`config.mk`:
```
export PLATFORM = sky130hd
export DESIGN_NAME = dataflow_merge
export DESIGN_NICKNAME = d
export VERILOG_FILES = /design/src/rtl/dataflow_merge.sv
export SDC_FILE = /design/constraint.sdc
export NUM_CORES = 1
export LEC_CHECK = 0
export CAP_MARGIN = 20
export CELL_PAD_IN_SITES_DETAIL_PLACEMENT = 0
export CELL_PAD_IN_SITES_GLOBAL_PLACEMENT = 2
export CORE_MARGIN = 10
export CORE_UTILIZATION = 21
export DETAILED_ROUTE_END_ITERATION = 8
export GPL_TIMING_DRIVEN = 0
export MAX_ROUTING_LAYER = met4
export PLACE_DENSITY = 0.86
export SLEW_MARGIN = 20
export SYNTH_ARGS = -nofsm -noshare
export SYNTH_HDL_FRONTEND = slang
export SYNTH_SLANG_ARGS = --single-unit
```
`constraint.sdc`:
```
create_clock -name clk -period 2.7 [get_ports clk]
set_clock_uncertainty 0.2 [all_clocks]
set_input_delay 0.81 -clock clk [delete_from_list [all_inputs] [get_ports clk]]
set_output_delay 0.81 -clock clk [all_outputs]
set_load 0.05 [all_outputs]
```
`src/rtl/dataflow_merge.sv`:
```
// dataflow_merge: two-input valid/ready stream merge with round-robin
// arbitration and a single full-throughput output register stage. Each
// output word carries the index of the channel it came from in o_select.
module dataflow_merge #(
  parameter int DATA_WIDTH = 16
) (
  input  logic                      clk,
  input  logic                      reset_n,
  input  logic [1:0]                i_valid,
  output logic [1:0]                i_ready,
  input  logic [2*DATA_WIDTH-1:0]   i_data,
  output logic                      o_valid,
  input  logic                      o_ready,
  output logic [DATA_WIDTH-1:0]     o_data,
  output logic                      o_select
);

  logic                  valid_reg;
  logic [DATA_WIDTH-1:0] data_reg;
  logic                  select_reg;
  // Channel served most recently; the other channel wins the next tie.
  logic                  last_grant_reg;

  logic                  load_en;
  logic                  any_valid;
  logic                  grant;
  logic [DATA_WIDTH-1:0] words [2];

  // Split the packed input bus into per-channel words and form the
  // per-channel ready. Ready is held low while reset is asserted so nothing
  // upstream believes a word was taken during reset.
  generate
    for (genvar gi = 0; gi < 2; gi++) begin : g_chan
      assign words[gi]   = i_data[gi*DATA_WIDTH +: DATA_WIDTH];
      assign i_ready[gi] = reset_n && load_en && i_valid[gi] && (grant == 1'(gi));
    end
  endgenerate

  // Round-robin grant: on a tie serve the channel not served last time,
  // otherwise serve whichever channel is valid.
  always_comb begin
    load_en   = !valid_reg || o_ready;
    any_valid = |i_valid;
    grant     = (i_valid == 2'b11) ? ~last_grant_reg : i_valid[1];
  end

  // Output register stage: load the granted word whenever the register is
  // empty or being consumed this cycle, otherwise hold under backpressure.
  always_ff @(posedge clk) begin
    if (!reset_n) begin
      valid_reg      <= 1'b0;
      data_reg       <= '0;
      select_reg     <= 1'b0;
      last_grant_reg <= 1'b1;
    end else if (load_en) begin
      if (any_valid) begin
        valid_reg      <= 1'b1;
        data_reg       <= words[grant];
        select_reg     <= grant;
        last_grant_reg <= grant;
      end else begin
        valid_reg      <= 1'b0;
      end
    end
  end

  assign o_valid  = valid_reg;
  assign o_data   = data_reg;
  assign o_select = select_reg;

endmodule

```
==> out/results.tsv, run 1 <==
stage	metric	value	unit
die	core box area	0.00444	mm^2
sta	Final Critical Period	2.63	ns
placement	Placement Cell Area	0.00162	mm^2
placement	dpl hpwl	2920	um
drt	highest metal used	met4	
critical_path	classification of the worst setup path	in2out	
cells_and_area	number of cells in the finished layout apart from fillers	224	
sta	RSZ-0062 raised after global routing	no	
placement	count of input and output buffers	56	
critical_path	Max FO, Critical Path	12	
drt	DRC viols	0	
clock_network	Root Buffer	sky130_fd_sc_hd__clkbuf_8	
drt	vias per cell	4.74	
clock_network	count of H-tree levels built during CTS	1	
sta	Tightest Pin Transition	0.547	ns
critical_path	worst setup slack for register-to-register paths	1.04	ns
clock_network	count of hold buffers inserted by post-cts repair	0	
die	row count	24	
clock_network	number of buffers inserted during clock tree synthesis	3	
synth	post-synth top area share	38.7	%
clock_network	count of clock tree sinks	19	
global_routing	initial antenna violation count	0	
drt	first-pass iteration count of the detailed router	3	
synth	most area-hungry cell type in the Yosys netlist	sky130_fd_sc_hd__dfxtp_1	
synth	post-synthesis sequential area ratio	38.7	%
cells_and_area	top library cells by usage in the layout, fill and taps aside	sky130_fd_sc_hd__clkdlybuf4s50_1 (50), sky130_fd_sc_hd__nand2_1 (33), sky130_fd_sc_hd__dfxtp_1 (19)	
drt	routed length on met1	1610	um
power_and_ir_drop	Max VDD drop	0.000171	V
clock_network	Worst-path clk slew	0.07	ns
drt	count of vias placed by the detailed router	1061	
synth	Yosys cell types	22	
clock_network	Max clock buf depth	2	
drt	routed length on met3	397	um
global_routing	number of global-route vias before repair	1096	
placement	count of placed standard cells including taps	218	
drt	Antenna Nets Post-Route	0	
clock_network	clock latency of the later-clocked register in the worst-skew pair	0.25	ns
drt	post-detailed-route wirelength per cell	17.0	um
critical_path	worst path required time	1.69	ns
synth	count of warnings emitted by yosys	0	
global_routing	largest net degree at the start of global routing	12	
clock_network	CTS tree	done	
critical_path	number of buffer and inverter instances along the worst setup path	3	
die	Die Area	0.00781	mm^2
synth	Synth Area per Inst	8.93	um^2
critical_path	Critical Path Sink Type	primary output	
critical_path	delay of the slowest cell on the worst path	0.20	ns
global_routing	global-route wire length before repair	5750	um
cells_and_area	final net count	210	
hold_path	classification of the worst-slack hold path	reg2reg	
sta	count of endpoints failing hold in the final timing report	0	
global_routing	Total Routing Usage GR	9.56	%
cells_and_area	most common cell after layout, fill and taps aside	sky130_fd_sc_hd__clkdlybuf4s50_1	
critical_path	data arrival at the endpoint of the critical path	1.62	ns
die	I/O Pins	57	
synth	synthesized flop and latch total	19	
power_and_ir_drop	total power per unit cell area	501	mW/mm^2
synth	Cells after Synth	110	
cells_and_area	proportion of layout cells with a drive suffix above 1	22.1	%
synth	Area contributors post-synth	sky130_fd_sc_hd__dfxtp_1 (39%), sky130_fd_sc_hd__nand2_1 (13%), sky130_fd_sc_hd__a311oi_1 (12%)	
cells_and_area	number of flip-flops in the largest register	16	
sta	Final Hold Slack	0.285	ns
global_routing	grt ovf	0	
run	number of max-cap violations	0	
drt	number of violations reported at the end of detailed-routing iteration 0	85	
sta	Pins Over Slew Limit	0	
cells_and_area	antenna cells	0	
critical_path	worst-path cell with the longest stage delay	sky130_fd_sc_hd__a21bo_1	
cells_and_area	growth of design area from synthesis to finish	72.2	%
power_and_ir_drop	Leakage Power	0.646	nW
status	outcome	finished clean	
die	Die X	88.4	um
sta	Final Cycle Share	97.4	%
critical_path	kind of launch point of the worst setup path	input port	
drt	drt total wl	3800	um
placement	final weighted congestion in routability-driven placement	0.793	
die	overall die height	88.4	um
sta	Max-Slew Margin vs Limit	63.4	%
cells_and_area	final non-filler cell area	0.00169	mm^2
sta	Achievable Freq	380	MHz
drt	amount of wire on met2 after detailed routing	1780	um
sta	Final setup viols	0	
synth	Netlist Area Pre-Place	982	um^2
critical_path	dominant delay contributor by cell family on the critical path	buffers and inverters	
critical_path	critical-path cell list	buf_6 -> a21bo_1 -> buf_6 -> nor3_4 -> buf_6	
die	Initial Utilization	22.1	%
synth	nets in the synthesized netlist	147	
critical_path	CP dominant cell by count	sky130_fd_sc_hd__buf_6	
-- tightest hold or removal path, cell delays in order (launching register included) --
cell                      delay (ns)
sky130_fd_sc_hd__dfxtp_1        0.31
sky130_fd_sc_hd__o21ai_0        0.07
sky130_fd_sc_hd__a21oi_1        0.06
-- Yosys cell counts --
cell                        n
sky130_fd_sc_hd__nor3_1     1
sky130_fd_sc_hd__or2_1      1
sky130_fd_sc_hd__o21ai_0    2
sky130_fd_sc_hd__nor2_2     1
sky130_fd_sc_hd__buf_12     2
sky130_fd_sc_hd__nand2_1   33
sky130_fd_sc_hd__a311oi_1  13
sky130_fd_sc_hd__clkinv_1   1
sky130_fd_sc_hd__a21oi_2    7
sky130_fd_sc_hd__buf_6      5
sky130_fd_sc_hd__nor2b_1    1
sky130_fd_sc_hd__dfxtp_1   19
sky130_fd_sc_hd__nand2b_1   1
sky130_fd_sc_hd__nor2_1     2
sky130_fd_sc_hd__a311oi_2   3
sky130_fd_sc_hd__nand3_1    1
sky130_fd_sc_hd__a21bo_1    1
sky130_fd_sc_hd__buf_1      1
sky130_fd_sc_hd__a21oi_1   12
sky130_fd_sc_hd__and3_2     1
sky130_fd_sc_hd__a21boi_4   1
sky130_fd_sc_hd__buf_2      1
-- worst paths after layout --
kind | from | end | depth (start not counted)
max | i_valid[1] | i_ready[1] | 5
min | o_select$_SDFFE_PN0P_ | o_select$_SDFFE_PN0P_ | 2
max reg2reg | o_valid$_SDFFE_PN0P_ | o_data[9]$_SDFFE_PN0P_ | 4
min reg2reg | o_select$_SDFFE_PN0P_ | o_select$_SDFFE_PN0P_ | 2
-- power breakdown --
part / switching (mW) / internal (mW) / leakage [nW]
sequential: 0.0165 / 0.306 / 0.158
combinational: 0.182 / 0.141 / 0.462
clock: 0.0991 / 0.103 / 0.0255
-- logic make-up after synthesis --
group           after synthesis  share of synthesized area [%]
compound gates               39                           32.5
simple gates                 42                           17.7
flops                        19                           38.7
buf+inv                      10                           11.1
-- what timing repair did --
action                     4_1_cts  5_1_grt
setup endpoints to repair        2        1
gates resized for setup         39        0
pin swaps                        3        1
setup buffers                    2        2
-- layout make-up --
| type | instances | area [um^2] |
|---|---|---|
| plain buffers | 7 | 85.1 |
| clock buffers | 3 | 41.3 |
| clock inverters | 1 | 5.00 |
| fillers | 464 | 2750 |
| inverters | 1 | 8.76 |
| multi-input cells | 81 | 517 |
| flip-flops and latches | 19 | 380 |
| well taps | 52 | 65.1 |
| repair buffers | 60 | 589 |
-- routing by layer --
| metal | global-route usage, % | up-vias |
|---|---|---|
| met5 | - | - |
| met4 | 2.20 | 0 |
| met3 | 3.77 | 2 |
| met2 | 15.9 | 38 |
| met1 | 10.5 | 502 |
| li1 | - | 519 |
-- per-stage QoR --
stage	setup WS [ns]	setup TNS, ns	utilization (%)	total power [mW]
2_1_floorplan	-0.0542	-0.0542	-	0.517
3_3_place_gp	-1.35	-2.30	36.5	0.646
3_5_place_dp	-1.39	-2.36	36.5	0.651
4_1_cts	0.00547	0	38.2	0.863
5_1_grt	0.0306	0	38.1	0.888
6_report	0.0698	0	38.1	0.848
Power figures use the tool's default switching activity.
==> inputs of run 2 (changes only) <==
TNS_END_PERCENT = 100   (was default)
==> results of run 2 <==
No change in the layout: final DEF, timing and power equal those of run 1.
==> variant 1 (config.mk and constraints of run 1) <==
Reset style: asynchronous (`reset_n`), changed in one clocked block.
--- a/src/rtl/dataflow_merge.sv
+++ b/src/rtl/dataflow_merge.sv
@@ -46,7 +46,7 @@
 
   // Output register stage: load the granted word whenever the register is
   // empty or being consumed this cycle, otherwise hold under backpressure.
-  always_ff @(posedge clk) begin
+  always_ff @(posedge clk or negedge reset_n) begin
     if (!reset_n) begin
       valid_reg      <= 1'b0;
       data_reg       <= '0;
Function: differs if reset_n is asserted again (counterexample within 4 cycles, from zero or initial values and one cycle with reset_n low); with reset_n held inactive, the same outputs for 10 cycles.
==> variant 1 against run 1 <==
  * Global-route usage decreased by 0.066 points
  * Setup slack worse by 0.026 ns
  * Area after synthesis decreased by 5.9%
  * Sequential cell count unchanged
  * Power up 20%
  * Wire length is 7.2% lower
  * Final area grew 0.37%
  * Register-to-register slack worse by 0.14 ns
  * Largest cell class unchanged
  * Largest power group is now combinational cells
  * Highest routed layer unchanged
==> variant 1: results (changes against run 1) <==
GRT
  – First-pass GRT wire length: 5480 microns (-4.8%)
  – Met2 capacity usage during global routing: 0.155 (-0.00438)
  – Maximum number of pins on one net before global-route repair: 22 (+10)
  – Tot GR Track Use: 0.0949 (-0.000662)
  – Vias in the first global route: 1091 (-0.46%)

Setup path
  – Crit path max fanout: 4 (-8)
  – Worst R2R Start: last_grant_reg$_DFFE_PN1P_
  – Max incr delay on CP: 0.23 ns (+0.03 ns)
  – CP max-delay cell: clkdlybuf4s15_2
  – Critical R2R Capture: o_data[7]$_DFFE_PN0P_
  – Crit path launch: i_valid[0]

Drt
  – Drt initial violations: 41 (-52%)
  – Routed length on met3: 258 microns (-35%)
  – Vias: 984 (-7.3%)
  – Via density: 4.47 (-5.6%)
  – Detailed Routing Iterations Pass 1: 4 (+1)

Layout
  – Logic inverters: 0 (-1)
  – FF+latch count: 19 (unchanged)
  – Multi-input gates: 75 (-7.4%)
  – CLK BUF: 4 (+1)
  – Layout fillers: 435 (-6.3%)
  – Layout cell share with drive strength beyond 1: 0.161 (-0.0602)
  – ClkCell Share: 0.0265 (-0.000838)
  – Repair and plain buffers: 70 (+4.5%)
  – Non-clock buffer share of cell area: 0.403 (+0.00443)

Synthesis
  – Complex-gate fraction of the synthesized area: 0.214 (-0.111)
  – Post-synthesis mux area share: 0.0325 (+0.0325)
  – Most frequent cells after synthesis: 32 x nand2_1, 18 x dfrtp_1, 16 x a21oi_1, 16 x a31oi_1, 4 x clkbuf_1
  – Most used DFF post-synth: dfrtp_1
  – Synthesized Nets: 140 (-4.8%)
  – Async SR Flop Fraction: 1.00 (+1.00)

STA
  – Rel. slew slack: 0.642 (+0.00765)
  – Final setup margin: 0.0437 ns (-0.0261 ns)

Place
  – Post-DP Area: 0.00156 sq mm (-3.5%)
  – HPWL Detailed: 2620 microns (-10%)

Pwr
  – Leak: 0.700 nW (+8.4%)
  – Worst vdd ir: 0.205 mV (+20%)

Outcome
  – Status: finished clean
-- variant 1: changes by cell type in the layout (fill, tap and decap cells not counted), moves of 3 or more --
| cell | before | now |
|---|---|---|
| dfrtp_1 | 0 | 18 |
| a21oi_1 | 12 | 16 |
| a311oi_1 | 13 | 0 |
| a31oi_1 | 0 | 16 |
| clkbuf_1 | 0 | 4 |
| buf_4 | 4 | 7 |
| a21oi_2 | 7 | 0 |
| buf_6 | 8 | 4 |
| dfxtp_1 | 19 | 0 |
| a311oi_2 | 3 | 0 |
-- variant 1: repair_timing --
action | CTS | global route
gates resized for setup | 41 | 1
pin swaps | 1 | 2
gates cloned | 0 | 0
setup endpoints to repair | 2 | 2
setup buffers | 6 | 1
-- variant 1: report_power, final --
group / switching [mW] / internal [mW]
logic: 0.269 / 0.184
clock network: 0.0963 / 0.105
registers: 0.0265 / 0.332
-- variant 1: logic make-up after synthesis --
logic type | count (synthesis)
buf+inv | 9
mux | 2
compound gates | 34
flops | 19
simple gates | 39
==> variant 2 (config.mk and constraints of run 1) <==
Without the edit above. `DATA_WIDTH`: 16 -> 14.
--- a/src/rtl/dataflow_merge.sv
+++ b/src/rtl/dataflow_merge.sv
@@ -2,7 +2,7 @@
 // arbitration and a single full-throughput output register stage. Each
 // output word carries the index of the channel it came from in o_select.
 module dataflow_merge #(
-  parameter int DATA_WIDTH = 16
+  parameter int DATA_WIDTH = 14
 ) (
   input  logic                      clk,
   input  logic                      reset_n,
Interface: changed (resized i_data and o_data); port bits go from 57 to 51. The function was not compared with the original's and may differ.
==> variant 2 against run 1 <==
  * Setup slack worse by 0.010 ns
  * Synthesized cell count down 10%
  * Power is 7.4% lower
  * Die area fell by 7.7%
  * Sequential share of layout area is 0.98 points lower
  * Sequential power shrank 11%
  * Final area shrank 6.4%
  * Area after synthesis decreased by 9.9%
  * Largest cell class unchanged
  * First-iteration DRC count down 1.2%
  * Sequential cell count shrank 2
  * Largest power group is now combinational cells
  * Wire length is 16% lower
==> variant 2: results (changes against run 1) <==
Pwr
  – Worst vdd ir: 0.167 mV (-2.1%)
  – Leak: 0.610 nW (-5.4%)

Place
  – Placed cell count: 199 (-8.7%)
  – HPWL Detailed: 2440 microns (-16%)
  – GPL Wtd Cong: 0.772 (-2.6%)
  – Post-placement setup slack: -1.38 ns (+0.00774 ns)
  – Post-DP Area: 0.00145 sq mm (-10%)
  – Port Buffer Count: 50 (-11%)

GRT
  – Number of antenna violations at the first check in global routing: 0 (unchanged)
  – First-pass GRT wire length: 5170 microns (-10%)
  – Maximum number of pins on one net before global-route repair: 11 (-1)
  – Vias in the first global route: 1070 (-2.4%)
  – Tot GR Track Use: 0.0890 (-0.00659)

Layout
  – Number of flip-flops under the largest register name: 14 (-2)
  – Layout cell share with drive strength beyond 1: 0.238 (+0.0166)
  – Non-Filler Instances: 210 (-6.3%)
  – Final #Nets: 194 (-7.6%)
  – Layout fillers: 415 (-11%)

Drt
  – Drt initial violations: 84 (-1.2%)
  – Via density: 4.54 (-4.2%)
  – Routed WL per cell: 15.2 microns (-11%)
  – Detailed Routing Iterations Pass 1: 6 (+3)

Synthesis
  – Count of cell types in the netlist: 20 (-9.1%)
  – Synthesized Nets: 132 (-10%)
  – Top cells by area, synth: dfxtp_1 38%, a311oi_2 15%, nand2_1 12%
  – Post-synthesis mux area share: 0 (unchanged)
  – Gate Count Post-Synth: 99 (-10%)
  – Seq/Total Area, Yosys: 0.385 (-0.00254)
  – Async SR Flop Fraction: 0 (unchanged)
  – Most frequent cells after synthesis: 29 x nand2_1, 17 x a21oi_1, 17 x dfxtp_1
  – Complex-gate fraction of the synthesized area: 0.359 (+0.0344)

Clock tree
  – Worst skew pair latency: 0.25 ns (about the same)

Setup path
  – Crit path max fanout: 4 (-8)

STA
  – Final hold slack: 0.322 ns (+0.0376 ns)
  – Fin crit share: 0.978 (+0.00376)
  – Rel. slew slack: 0.563 (-0.0711)

Outcome
  – Status: finished clean
-- variant 2: routing by layer --
metal	vias up	routed length, microns	track usage	share of wire
met5	-	0	-	0
met4	0	29	0.0254	0.0091
met3	5	245	0.0392	0.077
met2	42	1500	0.141	0.47
met1	429	1410	0.0988	0.44
li1	477	-	-	-
-- variant 2: critical path: stages --
cell and delay, ns:
dlygate4sd2_1 0.23, nand2b_4 0.14, clkbuf_8 0.14, and3_4 0.17
buf_8 0.14
-- variant 2: final timing paths --
kind	startpoint	end	cells past startpoint
hold / removal	o_data[11]$_SDFFE_PN0P_	o_data[11]$_SDFFE_PN0P_	2
setup / recovery	o_ready	i_ready[1]	5
setup reg to reg	last_grant_reg$_SDFFE_PN1P_	o_data[4]$_SDFFE_PN0P_	4
hold reg to reg	o_data[11]$_SDFFE_PN0P_	o_data[11]$_SDFFE_PN0P_	2
-- variant 2: area by class of cell --
class | instances | area, sq um | share of cell area
flip-flops and latches | 17 | 340 | 0.215
plain buffers | 9 | 83.8 | 0.0530
well taps | 50 | 62.6 | 0.0395
multi-input cells | 72 | 500 | 0.316
repair buffers | 57 | 547 | 0.345
inverters | 1 | 3.75 | 0.00237
clock buffers | 4 | 45.0 | 0.0285
-- variant 2: logic make-up after synthesis --
family,after synthesis
simple gates,37
compound gates,35
flops,17
buf+inv,10
-- variant 2: repair_timing --
action	in CTS	in global routing
gates resized for setup	30	5
setup buffers	6	1
pin swaps	1	1
endpoints found under the setup margin	2	2
-- variant 2: power by group --
part	total, mW	switching [mW]	internal [mW]
Clock	0.195	0.0903	0.105
Sequential	0.289	0.0144	0.274
Combinational	0.301	0.165	0.136
Total	0.785	0.270	0.515
